$ cat src/rtl/bus_arb_2m_pkg.sv
// Shared definitions for the two-master register-bus arbiter.
package bus_arb_2m_pkg;

  typedef enum logic [1:0] {
    ST_IDLE    = 2'd0,
    ST_ISSUE   = 2'd1,
    ST_WAIT_RD = 2'd2,
    ST_ACK     = 2'd3
  } arb_state_t;

  localparam int BUS_DW = 16;
  localparam logic [BUS_DW-1:0] RD_TIMEOUT_DATA = 16'h0000;

  // Index of the owning master from a one-hot grant.
  function automatic logic gnt_owner(input logic [1:0] gnt);
    return gnt[1];
  endfunction

endpackage

$ cat src/rtl/bus_rr_pick2.sv
// Combinational two-way round-robin pick; ptr names the master favoured on a tie.
module bus_rr_pick2
  import bus_arb_2m_pkg::*;
(
  input  logic [1:0] req,
  input  logic       ptr,
  output logic [1:0] gnt
);

  always_comb begin
    gnt = 2'b00;
    case (req)
      2'b01:   gnt = 2'b01;
      2'b10:   gnt = 2'b10;
      2'b11:   gnt = ptr ? 2'b10 : 2'b01;
      default: gnt = 2'b00;
    endcase
  end

endmodule

$ cat src/rtl/bus_arb_2m.sv
// Two-master round-robin sequencer: one CS strobe per transaction, read data
// or a timeout error returned to the master that owns the transaction.
module bus_arb_2m
  import bus_arb_2m_pkg::*;
#(
  parameter int ADDR_WIDTH     = 8,
  parameter int TIMEOUT_CYCLES = 16
) (
  input  logic                  i_Bus_Rst_L,
  input  logic                  i_Bus_Clk,
  input  logic                  i_M0_Req,
  input  logic                  i_M0_Wr_Rd_n,
  input  logic [ADDR_WIDTH-1:0] i_M0_Addr8,
  input  logic [BUS_DW-1:0]     i_M0_Wr_Data,
  output logic                  o_M0_Ack,
  output logic                  o_M0_Err,
  output logic [BUS_DW-1:0]     o_M0_Rd_Data,
  input  logic                  i_M1_Req,
  input  logic                  i_M1_Wr_Rd_n,
  input  logic [ADDR_WIDTH-1:0] i_M1_Addr8,
  input  logic [BUS_DW-1:0]     i_M1_Wr_Data,
  output logic                  o_M1_Ack,
  output logic                  o_M1_Err,
  output logic [BUS_DW-1:0]     o_M1_Rd_Data,
  output logic                  o_Bus_CS,
  output logic                  o_Bus_Wr_Rd_n,
  output logic [ADDR_WIDTH-1:0] o_Bus_Addr8,
  output logic [BUS_DW-1:0]     o_Bus_Wr_Data,
  input  logic [BUS_DW-1:0]     i_Bus_Rd_Data,
  input  logic                  i_Bus_Rd_DV,
  output logic [1:0]            o_Grant
);

  typedef struct packed {
    logic                  wr_rd_n;
    logic [ADDR_WIDTH-1:0] addr;
    logic [BUS_DW-1:0]     wr_data;
  } mreq_t;

  localparam logic [7:0] TMO_LAST = 8'(TIMEOUT_CYCLES - 1);

  arb_state_t              state;
  logic                    ptr;
  logic [7:0]              tmo_cnt;
  logic [1:0]              req, pick, ack_q, err_q;
  logic [1:0][BUS_DW-1:0]  rd_q;
  mreq_t [1:0]             mreq;
  logic                    sel, owner;

  assign req     = {i_M1_Req, i_M0_Req};
  assign mreq[0] = {i_M0_Wr_Rd_n, i_M0_Addr8, i_M0_Wr_Data};
  assign mreq[1] = {i_M1_Wr_Rd_n, i_M1_Addr8, i_M1_Wr_Data};
  assign sel     = gnt_owner(pick);
  assign owner   = gnt_owner(o_Grant);

  bus_rr_pick2 u_pick (
    .req (req),
    .ptr (ptr),
    .gnt (pick)
  );

  assign o_M0_Ack     = ack_q[0];
  assign o_M0_Err     = err_q[0];
  assign o_M0_Rd_Data = rd_q[0];
  assign o_M1_Ack     = ack_q[1];
  assign o_M1_Err     = err_q[1];
  assign o_M1_Rd_Data = rd_q[1];

  always_ff @(posedge i_Bus_Clk or negedge i_Bus_Rst_L) begin
    if (!i_Bus_Rst_L) begin
      state         <= ST_IDLE;
      ptr           <= 1'b0;
      tmo_cnt       <= '0;
      ack_q         <= '0;
      err_q         <= '0;
      rd_q          <= '0;
      o_Bus_CS      <= 1'b0;
      o_Bus_Wr_Rd_n <= 1'b0;
      o_Bus_Addr8   <= '0;
      o_Bus_Wr_Data <= '0;
      o_Grant       <= '0;
    end else begin
      case (state)
        ST_IDLE: begin
          if (|req) begin
            o_Bus_CS      <= 1'b1;
            o_Bus_Wr_Rd_n <= mreq[sel].wr_rd_n;
            o_Bus_Addr8   <= mreq[sel].addr;
            o_Bus_Wr_Data <= mreq[sel].wr_data;
            o_Grant       <= pick;
            // The master just served loses the next tie.
            ptr           <= ~sel;
            state         <= ST_ISSUE;
          end
        end
        ST_ISSUE: begin
          o_Bus_CS <= 1'b0;
          if (o_Bus_Wr_Rd_n) begin
            ack_q[owner] <= 1'b1;
            err_q[owner] <= 1'b0;
            state        <= ST_ACK;
          end else begin
            tmo_cnt <= '0;
            state   <= ST_WAIT_RD;
          end
        end
        ST_WAIT_RD: begin
          if (i_Bus_Rd_DV) begin
            rd_q[owner]  <= i_Bus_Rd_Data;
            ack_q[owner] <= 1'b1;
            err_q[owner] <= 1'b0;
            state        <= ST_ACK;
          end else if (tmo_cnt == TMO_LAST) begin
            rd_q[owner]  <= RD_TIMEOUT_DATA;
            ack_q[owner] <= 1'b1;
            err_q[owner] <= 1'b1;
            state        <= ST_ACK;
          end else begin
            tmo_cnt <= tmo_cnt + 8'd1;
          end
        end
        ST_ACK: begin
          ack_q   <= '0;
          err_q   <= '0;
          o_Grant <= '0;
          state   <= ST_IDLE;
        end
        default: state <= ST_IDLE;
      endcase
    end
  end

endmodule

$ cat config.mk
export PLATFORM = sky130hd
export DESIGN_NAME = bus_arb_2m
export DESIGN_NICKNAME = d
export VERILOG_FILES = /design/src/rtl/bus_arb_2m_pkg.sv /design/src/rtl/bus_rr_pick2.sv /design/src/rtl/bus_arb_2m.sv
export SDC_FILE = /design/constraint.sdc
export NUM_CORES = 1
export LEC_CHECK = 0
export ABC_CLOCK_PERIOD_IN_PS = 2000
export BUFFER_PORTS_ARGS = -buffer_cell sky130_fd_sc_hd__buf_2
export CAP_MARGIN = 30
export CORE_AREA = 2 2 91 93
export DETAILED_ROUTE_END_ITERATION = 6
export DIE_AREA = 0 0 93 95
export PLACE_DENSITY_LB_ADDON = 0.15
export SLEW_MARGIN = 15
export SYNTH_ARGS = -nofsm -noshare
export SYNTH_HDL_FRONTEND = slang
export SYNTH_SLANG_ARGS = --single-unit
$ cat constraint.sdc
create_clock -name i_Bus_Clk -period 2 [get_ports i_Bus_Clk]
set_clock_uncertainty 0.2 [all_clocks]
set_input_delay 0.3 -clock i_Bus_Clk [delete_from_list [all_inputs] [get_ports i_Bus_Clk]]
set_output_delay 0.3 -clock i_Bus_Clk [all_outputs]
set_load 0.05 [all_outputs]
==> reports/metrics.csv <==
stage,metric,value,unit
power_and_ir_drop,ir_worst_vdd,1.13,mV
synth,async_reset_ff_frac,1.00,
synth,yosysTopAreaCellShare,0.562,
drt,wl,10.2,mm
die,core-area,7930,um2
synth,yosys_warnings,0,
synth,synthAdderAreaFrac,0.0225,
sta,worst_slack,0.0891,ns
setup_path,start_kind,flop,
setup_path,setup.worst_path.class,flop to flop,
synth,yosys-top-cells-count,"dfrtp_1 (75), inv_1 (36), a32o_1 (33)",
die,num_rows,33,
clocking,cts_made_buffers,9,
global_route,grt_overflow,0,
clocking,cts_root_buf,clkbuf_8,
synth,avgSynthCellArea,11.8,um2
layout,num_antenna_cells,0,
setup_path,cp_num_buf_inv,1,
drt,vias,3279,
sta,worst_hold_slack,0.0165,ns
drt,first_pass_iters,7,
global_route,grtUsageTotal,0.237,
sta,min_period,1.91,ns
clocking,cts_tree,done,
layout,final_nets,554,
synth,yosysTopAreaCell,dfrtp_1,
clocking,post-cts-setup-buffer-count,0,
sta,finalSetupViolations,0,
setup_path,cpPeakStageDelay,0.45,ns
synth,yosysMostFrequentCell,dfrtp_1,
synth,syn_inst,284,
die,dieWidth,93,um
layout,fin_util,0.625,
drt,ant_nets,0,
drt,avgViaCountPerCell,5.60,
global_route,antenna_found_initial,0,
synth,synthMuxAreaShare,0.0109,
placement,gp_congestion,0.781,
synth,synth-compound-area-share,0.254,
setup_path,path_cells,inv_2 > ha_2 > nor2b_4 > a21boi_4 > or2_1 > mux2_4,
setup_path,end_kind,flop,
hold_path,hold_path_class,input port to flop,
die,dieArea,8840,um2
global_route,grt_max_degree,55,
placement,post-place-ws,-0.0228,ns
sta,timing.fmax,0.523,GHz
die,die_h,95,um
clocking,insertion_delay,0.34,ns
synth,synth_ff_type,dfrtp_1,
layout,filler_cell_count,642,
placement,io_buffers,134,
synth,syn_nets,361,
sta,timing.final.crit_share,0.955,
setup_path,critPathArrivalTime,1.94,ns
synth,ys_types,43,
synth,synthSimpleGateAreaFrac,0.0772,
clocking,cts_max_level,3,
sta,slew_violations,0,
global_route,grt_pass1_wl,16.3,mm
synth,synthTopCellsByArea,"dfrtp_1 (56%), a32o_1 (9.9%), a222oi_1 (7.5%)",
global_route,grt_pass1_vias,3267,
layout,area_growth,48.3,%
synth,synth_area,3340,um2
power_and_ir_drop,leakage,0.00252,uW
clocking,path_clk_slew,0.08,ns
drt,drcViolationCount,0,
sta,rsz0062_at_grt,no,
placement,place_hpwl,6.09,mm
synth,ys_ff_latch,75,
run_status,outcome,"complete, no violations",
layout,final_layout_size_suffix_gt1_frac,0.378,
placement,place_area,4190,um2
layout,fin_area,4950,um2
sta,slew_headroom,0.770,
setup_path,cp_top_family,flip-flops,
drt,wire_per_inst,17.3,um
setup_path,cp_max_fo,5,
synth,synth_xor_area_frac,0,
clocking,numClockSinks,75,
synth,synth_edf_count,0,
sta,finalHoldViolations,0,
die,top_level_ports,135,
synth,synth_top_family_by_area,compound AO/OA/AOI/OAI gates,
power_and_ir_drop,p_per_area,1760,nW/um2
run,maxCapViolations,0,
clocking,clock_path_buffers,2,
die,start_util,0.421,
sta,worst_pin_slew,0.341,ns
synth,ys_seq_area_frac,0.562,
drt,drt_iter0_drc,247,
setup_path,critPathSlowestCell,dfrtp_2,
setup_path,required,2.03,ns
## worst register-to-register path: cells and delay by family (launching register included)
| family | cells | cell delay (ns) |
|---|---|---|
| and+or+nand+nor | 2 | 0.32 |
| muxes | 1 | 0.30 |
| adders and majority gates | 1 | 0.21 |
| buffers and inverters | 1 | 0.09 |
| AOI/OAI and AO/OA | 1 | 0.23 |
| DFF | 1 | 0.45 |
## path summary, 6_finish.rpt
kind,start,end,slack (ns),cells past startpoint
max,state[0],state[1],0.09,6
min,i_Bus_Rd_Data[9],o_M1_Rd_Data[9],0.02,2
max reg2reg,state[0],state[1],0.09,6
min reg2reg,o_M1_Rd_Data[9],o_M1_Rd_Data[9],0.29,1
max in group asynchronous,i_Bus_Rst_L,state[1],0.81,3
min in group asynchronous,i_Bus_Rst_L,o_M1_Rd_Data[6],0.19,2
## logic make-up (layout without fill, tap and decap cells)
group / Yosys count / count (layout)
AO/OA/AOI/OAI: 98 / 98
AND/OR/NAND/NOR: 45 / 45
buffers and inverters: 57 / 254
multiplexers: 3 / 3
adder cells (fa/ha/maj): 6 / 6
flip-flops: 75 / 75
## state kept, by name, summed over array words and instances (netlist names)
signal	cells
tmo_cnt	8
o_M0_Rd_Data	16
o_Bus_Wr_Data	16
o_Bus_Wr_Rd_n	1
o_M1_Rd_Data	16
o_Bus_Addr8	8
state	2
ack_q	2
ptr	1
o_Bus_CS	1
err_q	2
o_Grant	2
## layer usage
layer	GRT usage	vias to the layer above	routed length, um
met2	0.364	189	4770
met4	0.105	0	177
met1	0.320	1580	4260
li1	-	1490	-
met5	0	-	0
met3	0.0583	20	949
## timing repair
| action | 4_1_cts | 5_1_grt |
|---|---|---|
| endpoints found under the hold margin | 101 | 0 |
| resized for setup | 2 | 9 |
| hold buffers | 52 | 0 |
| pin swaps | 0 | 4 |
| endpoints found under the setup margin | 4 | 47 |
## final cells by class
class | count | area, um2 | area share
Sequential cell | 75 | 1880 | 0.380
Timing Repair Buffer | 203 | 1360 | 0.275
Multi-Input combinational cell | 152 | 1250 | 0.253
Inverter | 36 | 135 | 0.0273
Tap cell | 105 | 131 | 0.0265
Clock buffer | 9 | 124 | 0.0250
Clock inverter | 6 | 65.1 | 0.0131
## power by group
part           leakage [uW]  switching [uW]  internal, uW
Clock             0.0000955             570           571
Sequential         0.000946             431          2180
Combinational       0.00148            3470          1510
## metrics by stage
step                TNS, ns  total power (uW)  cells
floorplan                 0              6150    284
global placement          0              7360    518
detailed placement  -0.0490              7430    518
CTS                       0              8690    585
global route              0              9240    586
finish                    0              8730    586
## cells in the final DEF (no fill, tap or decap), drive strengths merged, types with 4 or more instances in the layout
master / n
buf: 151
dfrtp: 75
dlygate4sd3: 52
inv: 37
a32o: 33
a222oi: 25
nand2: 11
o21ai: 11
nand3: 10
clkbuf: 9
a21oi: 9
nor2: 6
ha: 6
nand4b: 4
a22o: 4
(Power assumes the default switching activity.)
